## config.mk

```make
export PLATFORM = sky130hd
export DESIGN_NAME = channel_switch_ctrl
export DESIGN_NICKNAME = d
export VERILOG_FILES = /design/src/rtl/channel_switch_ctrl_pkg.sv /design/src/rtl/channel_switch_ctrl_cycle_timer.sv /design/src/rtl/channel_switch_ctrl.sv
export SDC_FILE = /design/constraint.sdc
export NUM_CORES = 1
export LEC_CHECK = 0
export CELL_PAD_IN_SITES_DETAIL_PLACEMENT = 0
export CELL_PAD_IN_SITES_GLOBAL_PLACEMENT = 1
export CORE_MARGIN = 5
export CORE_UTILIZATION = 43
export CTS_BUF_LIST = sky130_fd_sc_hd__clkbuf_2 sky130_fd_sc_hd__clkbuf_4 sky130_fd_sc_hd__clkbuf_8
export DETAILED_ROUTE_END_ITERATION = 16
export PLACE_DENSITY_LB_ADDON = 0.1
export SYNTH_ARGS = -nofsm -noshare
export SYNTH_HDL_FRONTEND = slang
export SYNTH_SLANG_ARGS = --single-unit
```

## constraint.sdc

```tcl
create_clock -name clk -period 5.3 [get_ports clk]
set_input_delay 1.06 -clock clk [delete_from_list [all_inputs] [get_ports clk]]
set_output_delay 1.06 -clock clk [all_outputs]
set_load 0.02 [all_outputs]
```

## src/rtl/channel_switch_ctrl_pkg.sv

```systemverilog
// Shared constants for the channel switch controller: Q4.12 scaling,
// default jam/clear thresholds and the FSM state encoding.
package channel_switch_ctrl_pkg;

  localparam int          FRAC_BITS     = 12;
  localparam logic [15:0] ONE           = 16'h1000;
  localparam logic [15:0] THRESH_HI_DEF = 16'h0B33;  // 0.70
  localparam logic [15:0] THRESH_LO_DEF = 16'h0666;  // 0.40

  typedef enum logic [1:0] {
    S_MONITOR = 2'd0,
    S_REQ     = 2'd1,
    S_HOLDOFF = 2'd2,
    S_RECOVER = 2'd3
  } state_t;

endpackage

```

## src/rtl/channel_switch_ctrl_cycle_timer.sv

```systemverilog
// Loadable down-counter; expired is high whenever the count sits at zero.
module cycle_timer #(
  parameter int WIDTH = 8
) (
  input  logic             clk,
  input  logic             rst_n,
  input  logic             load,
  input  logic [WIDTH-1:0] load_val,
  output logic             expired
);

  logic [WIDTH-1:0] count;

  always_ff @(posedge clk or negedge rst_n) begin
    if (!rst_n)              count <= '0;
    else if (load)           count <= load_val;
    else if (count != '0)    count <= count - WIDTH'(1);
  end

  assign expired = (count == '0);

endmodule

```

## src/rtl/channel_switch_ctrl.sv

```systemverilog
// Channel switch controller: hysteretic jam detection, confirmed switch
// request to the radio with ack timeout and post-switch holdoff.
//
// state     | meaning
// S_MONITOR | counting consecutive jam samples toward a switch request
// S_REQ     | switch_req held, waiting for switch_ack or ack timeout
// S_HOLDOFF | blanking after a completed switch, samples do not count
// S_RECOVER | single cycle that clears hit_cnt before monitoring again
module channel_switch_ctrl
  import channel_switch_ctrl_pkg::*;
#(
  parameter int                    DATA_WIDTH     = 16,
  parameter logic [DATA_WIDTH-1:0] THRESH_HI      = THRESH_HI_DEF,
  parameter logic [DATA_WIDTH-1:0] THRESH_LO      = THRESH_LO_DEF,
  parameter int                    CONFIRM_CNT    = 3,
  parameter int                    NUM_CHANNELS   = 8,
  parameter int                    HOLDOFF_CYCLES = 1024,
  parameter int                    ACK_TIMEOUT    = 256,
  localparam int                   CW             = $clog2(NUM_CHANNELS)
) (
  input  logic                  clk,
  input  logic                  rst_n,
  input  logic [DATA_WIDTH-1:0] prob_in,
  input  logic                  prob_valid,
  input  logic                  switch_ack,
  output logic                  switch_req,
  output logic [CW-1:0]         next_channel,
  output logic [CW-1:0]         cur_channel,
  output logic                  jammed_flag,
  output logic                  timeout_err,
  output logic [15:0]           switch_count
);

  localparam int          TMR_MAX   = (HOLDOFF_CYCLES > ACK_TIMEOUT) ? HOLDOFF_CYCLES : ACK_TIMEOUT;
  localparam int          TW        = $clog2(TMR_MAX + 1);
  localparam logic [TW-1:0] HOLD_LOAD = TW'(HOLDOFF_CYCLES - 1);
  localparam logic [TW-1:0] ACK_LOAD  = TW'(ACK_TIMEOUT - 1);
  localparam logic [3:0]  HIT_LAST  = 4'(CONFIRM_CNT - 1);

  state_t          state, state_nxt;
  logic [3:0]      hit_cnt, hit_nxt;
  logic            tmr_load, tmr_expired;
  logic [TW-1:0]   tmr_val;
  logic            take_ack, ack_miss, enter_req;
  logic            is_hi, is_lo;
  logic [CW-1:0]   ch_inc;

  assign is_hi  = $signed(prob_in) >= $signed(THRESH_HI);
  assign is_lo  = $signed(prob_in) <  $signed(THRESH_LO);
  assign ch_inc = (cur_channel == CW'(NUM_CHANNELS - 1)) ? '0 : cur_channel + CW'(1);

  // Request is a pure state decode so an async reset drops it immediately.
  assign switch_req = (state == S_REQ);

  cycle_timer #(.WIDTH(TW)) u_timer (
    .clk      (clk),
    .rst_n    (rst_n),
    .load     (tmr_load),
    .load_val (tmr_val),
    .expired  (tmr_expired)
  );

  always_comb begin
    state_nxt = state;
    hit_nxt   = hit_cnt;
    tmr_load  = 1'b0;
    tmr_val   = '0;
    take_ack  = 1'b0;
    ack_miss  = 1'b0;
    enter_req = 1'b0;
    case (state)
      S_MONITOR: begin
        if (prob_valid) begin
          if (is_hi) begin
            hit_nxt = hit_cnt + 4'd1;
            if (hit_cnt == HIT_LAST) begin
              state_nxt = S_REQ;
              enter_req = 1'b1;
              tmr_load  = 1'b1;
              tmr_val   = ACK_LOAD;
            end
          end else if (is_lo) begin
            hit_nxt = '0;
          end
        end
      end
      S_REQ: begin
        // ack beats a timeout landing on the same cycle
        if (switch_ack) begin
          take_ack  = 1'b1;
          state_nxt = S_HOLDOFF;
          tmr_load  = 1'b1;
          tmr_val   = HOLD_LOAD;
        end else if (tmr_expired) begin
          ack_miss  = 1'b1;
          state_nxt = S_RECOVER;
        end
      end
      S_HOLDOFF: begin
        if (tmr_expired) state_nxt = S_RECOVER;
      end
      S_RECOVER: begin
        hit_nxt   = '0;
        state_nxt = S_MONITOR;
      end
      default: state_nxt = S_MONITOR;
    endcase
  end

  always_ff @(posedge clk or negedge rst_n) begin
    if (!rst_n) begin
      state        <= S_MONITOR;
      hit_cnt      <= '0;
      next_channel <= '0;
      cur_channel  <= '0;
      jammed_flag  <= 1'b0;
      timeout_err  <= 1'b0;
      switch_count <= '0;
    end else begin
      state       <= state_nxt;
      hit_cnt     <= hit_nxt;
      timeout_err <= ack_miss;
      if (enter_req) next_channel <= ch_inc;
      if (take_ack) begin
        cur_channel <= next_channel;
        if (switch_count != 16'hFFFF) switch_count <= switch_count + 16'd1;
      end
      if (prob_valid) begin
        if (is_hi)      jammed_flag <= 1'b1;
        else if (is_lo) jammed_flag <= 1'b0;
      end
    end
  end

endmodule

```

# Word level (Yosys, flattened, before mapping)

Index checks and enable logic that the tools add are counted.

Muxes and demuxes: 30
$add $sub $neg: 4
Order comparisons: 2
Reduce and logical (&&, ||, !) cells: 10
Eq/ne operators: 10

Operator list:

| cell                    | count |
|---|---|
| $mux W8                 | 3 |
| $mux W11                | 2 |
| $pmux W10 S2            | 1 |
| $add A16 B1 Y16 const B | 1 |
| $ge A16 B13 Y1 const B  | 1 |
| $lt A16 B12 Y1 const B  | 1 |
| $ne A16 B16 Y1 const B  | 1 |
| $mux W4                 | 3 |
| $logic_not A11 Y1       | 1 |
| $mux W1                 | 11 |
| $reduce_bool A11 Y1     | 1 |
| $sub A11 B1 Y11 const B | 1 |
| $mux W10                | 1 |
| $mux W2                 | 5 |
| $pmux W2 S4             | 1 |
| $pmux W4 S2             | 1 |
| $ne A2 B2 Y1 const B    | 3 |
| $reduce_and A3 Y1       | 2 |
| $reduce_bool A2 Y1      | 3 |
| $add A4 B1 Y4 const B   | 1 |
| $eq A2 B2 Y1 const B    | 2 |
| $eq A4 B2 Y1 const B    | 1 |
| $reduce_and A2 Y1       | 2 |
| $add A3 B1 Y3 const B   | 1 |
| 6 further kinds         | 6 |

Bits of input ports: 20
Output and inout port bits: 25
Flip-flop bits (word level): 41

# Depth between registers and ports, before layout

Depth after elaboration: 6
Gate-level depth with buffers: 7
Mapped depth without buffers: 7

# Modules after synthesis

From an unflattened synthesis, not the netlist that was laid out.

Cell total of the unflattened synthesis: 216
Area, all modules: 2175.8 µm²

Modules (own cells, without submodules):

| module              | area an instance (µm²) | seq. area each (µm²) | times used | cells an instance |
|---|---|---|---|---|
| channel_switch_ctrl | 1549.0                 | 750.7                | 1          | 153 |
| cycle_timer         | 626.9                  | 275.3                | 1          | 63 |

# Worst setup path after synthesis

No wires, ideal clock.

Path type: in2reg
From: input prob_in[10]
To: register u_timer.count[2]
Data required time: 5.159 ns
Arrival: 2.251 ns
Buffers on the path: 1
Setup time: 0.141 ns
Cell stages on the path: 5
Path slack: 2.909 ns
Cell sequence: a2111o_1 o211ai_2 and2_1 clkbuf_1 o211ai_1

Longest elaborated chain between the ends: 5
Elaborated cells between the ends (all ways): 9

RTL lines:

| element                                               | RTL line                              | RTL |
|---|---|---|
| from (decl)                                           | channel_switch_ctrl.sv:23             | `input logic [DATA_WIDTH-1:0] prob_in,` |
| $ge A16 B13 Y1 *                                      | channel_switch_ctrl.sv:48             | `assign is_hi = $signed(prob_in) >= $signed(THRESH_HI);` |
| $mux W8 / $mux W1 (equally long branches)             | channel_switch_ctrl.sv:74             | `if (is_hi) begin` |
| $mux W8 / $mux W1 (equally long branches)             | channel_switch_ctrl.sv:73             | `if (prob_valid) begin` |
| $pmux W10 S2 / $pmux W1 S2 (equally long branches)    | channel_switch_ctrl.sv:71             | `case (state)` |
| $mux W11 / $reduce_bool A2 Y1 (equally long branches) | --                                    |  |
| to (signal assigned)                                  | channel_switch_ctrl_cycle_timer.sv:16 | `else if (load) count <= load_val;` |
| to (signal assigned)                                  | channel_switch_ctrl_cycle_timer.sv:17 | `else if (count != '0) count <= count - WIDTH'(1);` |
| to (decl)                                             | channel_switch_ctrl_cycle_timer.sv:12 | `logic [WIDTH-1:0] count;` |

Mark *: on every way between the ends. The rest lies on a longest branch, timed or not.
A chain may end at the register's enable or synchronous reset.

# Worst setup path in the final report

From: register state[1]
To: output switch_req

Longest elaborated chain between the ends: 1

RTL lines:

| element                | RTL line                   | RTL |
|---|---|---|
| from (decl)            | channel_switch_ctrl.sv:40  | `state_t state, state_nxt;` |
| from (signal assigned) | channel_switch_ctrl.sv:120 | `state <= state_nxt;` |
| $eq A2 B1 Y1           | channel_switch_ctrl.sv:53  | `assign switch_req = (state == S_REQ);` |
| to (decl)              | channel_switch_ctrl.sv:26  | `output logic switch_req,` |

No other way between the ends.

==> impl_metrics.json <==
{
  "synth_edf_count": 0,
  "setup_viol": 0,
  "dp_hpwl_um": 3190,
  "dr.pass1.iters": 4,
  "r2r_cells": 6,
  "period_share": 0.5402,
  "antenna_cells": 0,
  "core_um2": 4692,
  "drv_cap": 0,
  "die_h_um": 79.50,
  "drt-initial-drc-count": 77,
  "critPathMaxFanout": 8,
  "clockRootBuffer": "clkbuf_8",
  "ys_ff_latch": 41,
  "rsz0062_at_grt": "no",
  "cp.required_ps": 4240,
  "post_cts.repair.setup_buffers": 0,
  "whs_endpoint": "jammed_flag",
  "synth_mux_area_frac": 0.02711,
  "final_util": 0.5659,
  "path_clk_slew_ps": 80,
  "cts_resized": 0,
  "area_delta_synth_final_pct": 27.83,
  "cts_tree": "done",
  "fin_crit_ps": 2863,
  "reg2reg_to": "switch_count[15]",
  "synth_xor_area_frac": 0.09277,
  "drc": 0,
  "clock_latency_ps": 290,
  "grt_pass1_wl_um": 7534,
  "hold_path_startpoint": "jammed_flag",
  "via_per_inst": 5.333,
  "place_ws_ps": 2254,
  "timing.fmax_ghz": 0.3493,
  "syn_inst": 201,
  "setup-tns-final_ps": 0,
  "synth_compound_area_frac": 0.09458,
  "pin_count": 45,
  "worst_slack_ps": 2437,
  "yosys.area_share.simple": 0.2349,
  "hold_buffers": 0,
  "h-tree-depth": 2,
  "grtUsageTotal": 0.1537,
  "antenna_found_initial": 0,
  "seq_area_frac_synth": 0.4940,
  "wire_per_inst_um": 14.43,
  "grt_max_degree": 42,
  "critPathLaunchType": "flip-flop",
  "hold_viol_final": 0,
  "finalWeightedCongestion": 0.7521,
  "max-slew-margin-rel": 0.3988,
  "clock_sinks": 41,
  "path_class": "reg2out",
  "r2r_slack_ps": 3010,
  "max-vdd-ir-drop_uv": 218.3,
  "cts_buffers": 5,
  "min_path_cells": 2,
  "clockBufferDepth": 2,
  "drv_slew": 0,
  "power_density_nw_per_um2": 336.5,
  "die_w_um": 79.50,
  "status": "complete, no violations",
  "endpoint_kind": "primary output",
  "synth_top_family_by_area": "simple AND/OR/NAND/NOR gates",
  "routed_wl_um": 4373,
  "first_global_vias": 1543,
  "ant_nets": 0,
  "cp.arrival_ps": 1800,
  "leakagePower_uw": 0.001116,
  "startpoint": "state[1]",
  "syn_area_per_cell_um2": 10.33,
  "initial_core_util": 0.4427,
  "yosys_most_used_dff": "dfrtp_1",
  "final_nets": 274,
  "worstMarginPinSlew_ps": 901.8,
  "hold_path.class": "reg2reg",
  "finalClockSkew_ps": 7.677,
  "syn_nets": 227,
  "synthAdderAreaFrac": 0.03614,
  "yosysUniqueCellTypes": 41,
  "num_rows": 25,
  "r2r_start": "state[1]",
  "async_flop_share": 1.000,
  "die_area_um2": 6320,
  "synth_warnings": 0,
  "layout-drive-gt1-share": 0.07631,
  "gr-total-overflow": 0,
  "via_count": 1616,
  "synth.cell_area_um2": 2077,
  "port_buffers": 44
}
-- how the worst max path moves through the flow --
| stage | endpoint | slack, ps | cells past startpoint |
|---|---|---|---|
| final | switch_req | 2440 | 3 |
| after global routing | hit_cnt[0] | 2310 | 6 |
| after CTS | switch_req | 2430 | 3 |
| after detailed placement | hit_cnt[3] | 2250 | 6 |
| after global placement | switch_count[13] | 2250 | 5 |
| after floorplan | u_timer.count[2] | 2910 | 5 |
-- cell usage after synthesis, drive strengths merged (6+ instances only) --
| cell | count | area (um^2) |
|---|---|---|
| inv | 7 | 26.28 |
| nand2 | 25 | 93.84 |
| nor3 | 8 | 40.04 |
| or3 | 6 | 42.54 |
| nor2 | 8 | 30.03 |
| ha | 6 | 75.07 |
| xnor2 | 14 | 122.6 |
| nand3 | 8 | 40.04 |
| xor2 | 8 | 70.07 |
| nor4 | 8 | 65.06 |
| nand4 | 6 | 37.54 |
| dfrtp | 41 | 1026 |
-- final cells by class --
type                            count  area [um^2]
Clock inverter                      3        22.52
Timing Repair Buffer               44        435.4
Multi-Input combinational cell    149         1008
Tap cell                           54        67.56
Fill cell                         425         2037
Inverter                            7        26.28
Clock buffer                        5        68.82
Sequential cell                    41         1026
-- placed cells by master (no fill, tap or decap), types with 2 or more instances in the layout --
| master | synthesis | routed |
|---|---|---|
| clkdlybuf4s50_1 | 0 | 43 |
| xor2_1 | 8 | 8 |
| clkinvlp_4 | 0 | 3 |
| or4_1 | 4 | 4 |
| nor4_1 | 7 | 7 |
| nand2_1 | 25 | 25 |
| nor3_1 | 8 | 8 |
| nand3_1 | 8 | 8 |
| inv_1 | 7 | 7 |
| or3_1 | 5 | 5 |
| nand4_1 | 6 | 6 |
| mux2_2 | 5 | 5 |
| dfrtp_1 | 41 | 41 |
| nor2b_1 | 3 | 3 |
| a211oi_1 | 3 | 3 |
| nor2_1 | 8 | 8 |
| o311ai_0 | 3 | 3 |
| ha_1 | 6 | 6 |
| and2_1 | 2 | 2 |
| nand2b_1 | 4 | 4 |
| o21ai_0 | 2 | 2 |
| o21ai_1 | 3 | 3 |
| xnor2_1 | 14 | 14 |
| nor4b_1 | 2 | 2 |
| a21oi_1 | 5 | 5 |
| clkbuf_8 | 0 | 5 |
| o211ai_1 | 3 | 3 |
-- worst max-delay path, stage by stage (launching register included) --
cell and delay, ps:
dfrtp_1 460, nand2b_1 230, inv_1 190, clkdlybuf4s50_1 640
-- kinds of logic (layout without fill, tap and decap cells) --
kind of cell | after synthesis | count (layout)
and+or+nand+nor | 89 | 89
DFF | 41 | 41
AOI/OAI and AO/OA | 27 | 27
xor gates and xnor gates | 22 | 22
buffers and inverters | 11 | 59
adders and majority gates | 6 | 6
muxes | 5 | 5
-- flip-flops by register name (all words and copies together) (netlist names) --
name,count
cur_channel,3
hit_cnt,4
jammed_flag,1
next_channel,3
state,2
switch_count,16
timeout_err,1
u_timer.count,11
-- where the power goes --
group	switching [uW]	internal, uW
clock network	110	92.3
registers	62.1	377
logic	124	128
total	296	597
-- layer usage --
metal | wire length [um] | vias up | track usage
li1 | - | 824 | -
met1 | 2187 | 748 | 0.2108
met2 | 1862 | 38 | 0.2254
met3 | 257 | 6 | 0.05079
met4 | 65 | 0 | 0.05498
met5 | 0 | - | 0
-- per-stage QoR --
stage	instance area (um^2)	power [uW]	hold WS (ps)	instances
finish	2655	893.5	480.6	303
global placement	2564	700.3	460.4	295
CTS	2655	910.7	487.9	303
detailed placement	2564	701.7	467.4	295
floorplan	2077	603.8	479.6	201
global route	2655	963.4	501.8	303
Power figures use the tool's default switching activity.
